## src/rtl/score_keeper.sv

```systemverilog
// score_keeper: tracks game score and session high score, and feeds the two-digit display
module score_keeper #(
    parameter int MAX_SCORE   = 99,
    parameter int HOLD_CYCLES = 50000000
) (
    input  logic       clock,
    input  logic       reset_n,
    input  logic       new_game,
    input  logic       point,
    input  logic       game_over,
    output logic [7:0] number,
    output logic       change_score,
    output logic       new_record,
    output logic       playing
);
    localparam int HW = $clog2(HOLD_CYCLES);

    typedef enum logic [1:0] {IDLE, PLAYING, OVER_SCORE, OVER_HIGH} state_t;

    state_t          state, state_nx;
    logic [6:0]      score, score_nx, high, high_nx, bumped, final_score, present;
    logic [HW-1:0]   hold_cnt, hold_nx;
    logic            rec_nx, init, hold_done;

    assign bumped      = (score >= 7'(MAX_SCORE)) ? score : score + 7'd1;
    assign final_score = point ? bumped : score;
    assign hold_done   = hold_cnt == HW'(HOLD_CYCLES - 1);
    assign present     = (state == IDLE || state == OVER_HIGH) ? high : score;
    assign playing     = state == PLAYING;

    always_comb begin
        state_nx = state;
        score_nx = score;
        high_nx  = high;
        hold_nx  = hold_cnt;
        rec_nx   = new_record;
        if (new_game) begin
            state_nx = PLAYING;
            score_nx = '0;
            rec_nx   = 1'b0;
            hold_nx  = '0;
        end else begin
            case (state)
                PLAYING: begin
                    score_nx = final_score;
                    if (game_over) begin
                        state_nx = OVER_SCORE;
                        hold_nx  = '0;
                        high_nx  = (final_score > high) ? final_score : high;
                        rec_nx   = final_score > high;
                    end
                end
                OVER_SCORE: begin
                    state_nx = hold_done ? OVER_HIGH : OVER_SCORE;
                    hold_nx  = hold_done ? '0 : hold_cnt + 1'b1;
                end
                OVER_HIGH: begin
                    state_nx = hold_done ? OVER_SCORE : OVER_HIGH;
                    hold_nx  = hold_done ? '0 : hold_cnt + 1'b1;
                end
                default: ;
            endcase
        end
    end

    // number lags the state registers by one edge; init forces a load on the first edge
    always_ff @(posedge clock or negedge reset_n) begin
        if (!reset_n) begin
            state        <= IDLE;
            score        <= '0;
            high         <= '0;
            hold_cnt     <= '0;
            new_record   <= 1'b0;
            number       <= '0;
            change_score <= 1'b0;
            init         <= 1'b1;
        end else begin
            state        <= state_nx;
            score        <= score_nx;
            high         <= high_nx;
            hold_cnt     <= hold_nx;
            new_record   <= rec_nx;
            number       <= {1'b0, present};
            change_score <= init || ({1'b0, present} != number);
            init         <= 1'b0;
        end
    end
endmodule

```

## config.mk

```make
export PLATFORM = sky130hd
export DESIGN_NAME = score_keeper
export DESIGN_NICKNAME = d
export VERILOG_FILES = /design/src/rtl/score_keeper.sv
export SDC_FILE = /design/constraint.sdc
export NUM_CORES = 1
export LEC_CHECK = 0
export ABC_AREA = 0
export ABC_CLOCK_PERIOD_IN_PS = 4800
export BUFFER_PORTS_ARGS = -buffer_cell sky130_fd_sc_hd__clkbuf_2
export CAP_MARGIN = 20
export CORE_MARGIN = 2
export CORE_UTILIZATION = 30
export CTS_CLUSTER_DIAMETER = 80
export DETAILED_ROUTE_END_ITERATION = 6
export PLACE_DENSITY = 0.47
export SETUP_SLACK_MARGIN = 0.1
export SYNTH_ARGS = -nofsm -noshare
export SYNTH_HDL_FRONTEND = slang
export SYNTH_SLANG_ARGS = --single-unit
export TNS_END_PERCENT = 1
```

## constraint.sdc

```tcl
create_clock -name clock -period 4.8 [get_ports clock]
set_input_delay 0.96 -clock clock [delete_from_list [all_inputs] [get_ports clock]]
set_output_delay 0.96 -clock clock [all_outputs]
set_load 0.01 [all_outputs]
```

Word level (Yosys, flattened, before mapping)
Index checks and enable logic that the tools add are counted.
{"block": "op_classes", "n_lt_le_gt_ge": 2, "n_eq_ne": 6, "n_mux": 17, "n_addsub": 2, "reduce_logical": 12, "n_bitwise": 1}
{"cell": "26-bit 2-to-1 mux", "count": 3}
{"cell": "26-bit one-hot mux with 2 select lines", "count": 1}
{"cell": "7-bit 2-to-1 mux", "count": 5}
{"cell": "26-bit by 1-bit adder with 26-bit output, second input constant", "count": 1}
{"cell": "26-bit equality test, second input constant", "count": 1}
{"cell": "7-bit by 1-bit adder with 7-bit output, second input constant", "count": 1}
{"cell": "7-bit greater-or-equal comparator, second input constant", "count": 1}
{"cell": "7-bit greater-than comparator", "count": 1}
{"cell": "7-bit != test", "count": 1}
{"cell": "2-bit one-hot mux with 3 select lines", "count": 1}
{"cell": "2-bit AND reduction", "count": 3}
{"cell": "1-bit 2-to-1 mux", "count": 5}
{"cell": "2-bit equality test, second input constant", "count": 2}
{"cell": "2-bit 2-to-1 mux", "count": 2}
{"cell": "4-bit AND reduction", "count": 1}
{"cell": "2-bit nonzero test", "count": 2}
{"cell": "4-bit nonzero test", "count": 1}
{"cell": "3-bit != test, second input constant", "count": 1}
{"cell": "3-bit nonzero test", "count": 1}
{"cell": "2-bit by 1-bit equality test with 1-bit output, second input constant", "count": 1}
{"cell": "2-bit zero test", "count": 1}
{"cell": "1-bit logical OR", "count": 2}
{"cell": "2-bit OR reduction", "count": 1}
{"cell": "1-bit NOT", "count": 1}
{"block": "totals", "output_inout_bits": 11, "ff_bits": 52, "input_bits": 5, "wordCells": 48}

Logic depth before layout (Yosys ltp)
{"block": "logic_depth", "ltp_word": 7, "depth_mapped": 11, "depth_no_buf": 11}

Least setup slack after synthesis
Ideal clock, no wire load.
{"block": "synth_path", "path_type": "register to register", "startpoint": "register score[1]", "endpoint": "register high[1]", "setup_time_ps": 125, "setup_slack_ps": 2033, "path_buffers": 0, "path_stages_with_launch": 12, "arrival_ps": 2642, "period_less_slack_ps": 2767, "required_ps": 4675, "path_cell_list": "dfrtp_1 ha_1 nor4_2 nor2b_1 o21ai_0 a22o_1 ha_1 nor2b_1 o21ai_0 a21oi_1 o21ai_2 mux2_2"}
{"block": "synth_between", "elab_chain_cells": 5, "word_cells_on_any_way": 6, "classes_between": "1 x add/sub; 2 x order compare; 2 x mux; 1 x reduce/logical"}
{"item": "start, declared", "line_no": "21", "text": "logic [6:0] score, score_nx, high, high_nx, bumped, final_score, present;"}
{"item": "start signal, assigned", "line_no": "79", "text": "score <= score_nx;"}
{"item": "7-bit by 1-bit adder with 7-bit output or 7-bit greater-or-equal comparator (tied branches)", "line_no": "25", "text": "assign bumped = (score >= 7'(MAX_SCORE)) ? score : score + 7'd1;"}
{"item": "7-bit 2-to-1 mux", "line_no": "25"}
{"item": "7-bit 2-to-1 mux (*)", "line_no": "26", "text": "assign final_score = point ? bumped : score;"}
{"item": "net final_score[1]", "line_no": "21"}
{"item": "7-bit greater-than comparator", "line_no": "49", "text": "high_nx = (final_score > high) ? final_score : high;"}
{"item": "4-bit AND reduction (no source line)"}
{"item": "end signal, assigned", "line_no": "80", "text": "high <= high_nx;"}
{"item": "end, declared", "line_no": "21"}
Mark *: on every way through the listed nets, which the timed path passes. The rest lies on a longest branch.
A chain may end at the register's enable or synchronous reset.

Final worst setup path
{"block": "layout_path", "startpoint": "register score[0]", "endpoint": "register high[2]"}
{"block": "layout_between", "elab_chain_cells": 5, "word_cells_on_any_way": 6, "classes_between": "1 x add/sub; 2 x order compare; 2 x mux; 1 x reduce/logical"}
{"item": "7-bit by 1-bit adder with 7-bit output or 7-bit greater-or-equal comparator (tied branches)", "line_no": "25"}
{"item": "7-bit 2-to-1 mux (*)", "line_no": "25"}
{"item": "7-bit 2-to-1 mux (*)", "line_no": "26"}
{"item": "net final_score[1]", "line_no": "21"}
{"item": "7-bit greater-than comparator (*)", "line_no": "49"}
{"item": "4-bit AND reduction (no source line) (*)"}
Marked as above.

==> metrics.md <==
| Metric | Value |
|---|---|
| Tcrit/Tclk final | between 60% and 70% |
| Leak Pwr | 0.001451 uW |
| CP endpoint kind | flop |
| Crit-path max cell delay | just under 0.5 ns |
| Num CTS Buffers | 5 |
| Syn Area/Cell | between 9 and 10 um^2 |
| GR Overflow Total | 0 |
| Master of the slowest instance on the critical path | dfrtp_1 |
| YS warnings | 0 |
| Share of cells above drive strength 1 | 13.76% |
| Hold Crit Depth | 2 |
| Core Rows | 36 |
| Clk_skew | 0.008794 ns |
| Final slew viol count | 0 |
| Worst slew margin | 36.75% |
| Worst skew pair latency | between 0.3 and 0.4 ns |
| Post-Syn Area | between 0.002 and 0.003 mm^2 |
| Max FO, Critical Path | 9 |
| Layout Nets | about 340 |
| Asr flop ratio synth | 100.0% |
| Vias in the first global route | 2252 |
| Synth top area cells | dfrtp_1 43%, xor2_1 6.7%, ha_1 5.0% |
| Residual DRC | 0 |
| Outcome | complete, no violations |
| Clock Path Buffers | 2 |
| RSZ-0062 raised after global routing | no |
| Main synth FF type | dfrtp_1 |
| Final count of hold timing violations | 0 |
| Initial drt markers | 89 |
| Max_cap viols | 0 |
| Global placement routability congestion | between 0.8 and 0.9 |
| Distinct cells, synth | 50 |
| Die area | around 0.011 mm^2 |
| Number of I/O pins | 16 |
| Synthesis-to-layout area growth | 8.931% |
| Initial core utilization | 30.81% |
| DR vias | 2285 |
| Setup TNS | 0 ns |
| H-tree depth | 2 |
| Largest net degree at the start of global routing | 53 |
| Crit Path Class | flop to flop |
| Core ar. | about 0.0097 mm^2 |
| Peak VDD IR | between 100 and 150 uV |
| WL final | 6.490 mm |
| Routed vias/inst | 4.967 |
| Reg2reg path depth | 11 |
| Chip width | ~100 um |
| Post-synth EDFFs | 0 |
| Syn Inst Count | around 320 |
| CP Data Required Time | ~5.0 ns |
| Post-CTS Setup Bufs | 0 |
| Crit-path leading delay family | compound AO/OA/AOI/OAI gates |
| Clk slew on worst S/H paths | 0.11 ns |
| Fin Hold WS | roughly 0.49 ns |
| Drt wl/cell | between 10 and 15 um |
| Crit path depth | 11 |
| CTS Root Cell | clkbuf_8 |
| Post-CTS Hold Fix Bufs | 0 |
| Critical-path cell list | ha_1 -> nor4_2 -> nor2b_1 -> o21ai_0 -> a22o_1 -> ha_1 -> nor2b_1 -> o21ai_0 -> a21oi_1 -> o21ai_2 -> mux2_2 |
| Final setup viols | 0 |
| Final ANT Viol Nets | 0 |
| Total track usage | between 10% and 20% |
| First-pass GRT wire length | 11.16 mm |
| Setup ws final | 1.639 ns |
| CTS Sinks | 52 |
| Critical Path AT | ~3.4 ns |
| Final HPWL DP | 4.545 mm |
| Fin crit period | roughly 3.2 ns |
| Seq/Total Area, Yosys | a little over two fifths |
| Cell Pwr Density | approximately 340 mW/mm^2 |
| Overall Power | ~1100 uW |
| Top cell type's share of synthesized area | 42.57% |
| Dpl ws | about 1.6 ns |
| Number of port buffers | 14 |
| First drt pass iteration count | 4 |
| Cell taking the most area after synthesis | dfrtp_1 |
| Antenna violations before repair | 0 |
| Least-Margin Pin Slew | 0.9386 ns |
| Synth Register Bits | between 50 and 60 |
| Bufs and invs on worst path | 0 |
| Launching element type of the critical path | flop |
| Fmax | between 300 and 400 MHz |
| N_diodes | 0 |
| Hold Path Class | flop to flop |
| CTS tree | built |
| Post-cts resize count | 0 |
| Die H | between 100 and 150 um |
[flip-flops by register name (all words and copies together), names as in the netlist]
| signal | cells |
|---|---|
| new_record | 1 |
| number | 7 |
| hold_cnt | 26 |
| high | 7 |
| init | 1 |
| state | 2 |
| change_score | 1 |
| score | 7 |
[placed cells by master (no fill, tap or decap), drive strengths merged, types with 2 or more instances in the layout]
| cell type | instances |
|---|---|
| dfrtp | 51 |
| nor2 | 37 |
| nand2 | 29 |
| xor2 | 23 |
| clkbuf | 19 |
| nand3 | 16 |
| inv | 15 |
| o21ai | 15 |
| nand4 | 14 |
| mux2 | 12 |
| ha | 12 |
| a21oi | 11 |
| nor4 | 8 |
| and3 | 7 |
| nor3 | 6 |
| nor2b | 4 |
| a22o | 4 |
| xnor2 | 4 |
| mux2i | 4 |
| nand2b | 3 |
| and2 | 3 |
| nor4b | 3 |
| o22ai | 2 |
| a31oi | 2 |
| o31ai | 2 |
| conb | 2 |
[cell families (layout without fill, tap and decap cells)]
| kind of cell | Yosys count | count (layout) | share of synthesized area [%] |
|---|---|---|---|
| fa+ha+maj | 12 | 12 | 5.008 |
| simple gates | 137 | 137 | 23.79 |
| xor+xnor | 27 | 27 | 7.888 |
| compound gates | 44 | 44 | 9.599 |
| other cells | 1 | 2 | 0.1251 |
| buf+inv | 28 | 37 | 4.299 |
| flops | 52 | 52 | 43.45 |
| mux | 16 | 16 | 5.843 |
[synth_stat cells (5+ instances only)]
cell type / count
nor2_1: 37
inv_1: 14
a21oi_1: 11
nand2_1: 29
nor4_1: 7
o21ai_0: 14
nand3_1: 16
mux2_2: 12
clkbuf_1: 6
and3_1: 7
xor2_1: 23
dfrtp_1: 51
ha_1: 12
nor3_1: 5
nand4_1: 13
[final cells by class]
type	instances	area [um^2]
Timing Repair Buffer	15	77.57
Sequential cell	52	1303
Multi-Input combinational cell	238	1570
Tap cell	133	166.4
Clock buffer	5	68.82
Fill cell	1036	6464
Clock inverter	3	27.53
Inverter	14	52.55
[final timing paths]
| path | end | startpoint | slack (ns) |
|---|---|---|---|
| max | high[2] | score[0] | 1.64 |
| min | new_record | new_record | 0.49 |
| max reg2reg | high[2] | score[0] | 1.64 |
| min reg2reg | new_record | new_record | 0.49 |
| max in group asynchronous | hold_cnt[25] | reset_n | 3.59 |
| min in group asynchronous | score[1] | reset_n | 0.73 |
[layer usage]
metal / part of all wire, % / up-vias / GRT usage, %
met5: 0 / - / 0
met4: 1.3 / 0 / 3.571
met3: 2.9 / 10 / 2.444
met2: 47 / 28 / 20.82
met1: 49 / 1113 / 16.58
li1: - / 1134 / -
[power breakdown]
part           total (uW)  internal (uW)  switching, uW
combinational         342            132            210
clock                 273            107            165
sequential            510            474           35.7
[worst register-to-register path, stage by stage, from the launching register on]
cell     delay (ns)
dfrtp_1        0.49
ha_1           0.30
nor4_2         0.36
nor2b_1        0.18
o21ai_0        0.08
a22o_1         0.21
ha_1           0.29
nor2b_1        0.13
o21ai_0        0.14
a21oi_1        0.10
o21ai_2        0.40
mux2_2         0.39
[through the flow]
stage / std cells / utilization [%] / instance area, um^2
6_report: 460 / 33.56 / 3266
5_1_grt: 460 / 33.56 / 3266
4_1_cts: 460 / 33.56 / 3266
3_5_place_dp: 452 / 32.57 / 3169
3_3_place_gp: 452 / 32.57 / 3169
2_1_floorplan: 318 / - / 3002
No activity file was read; power rests on OpenSTA's default activity.
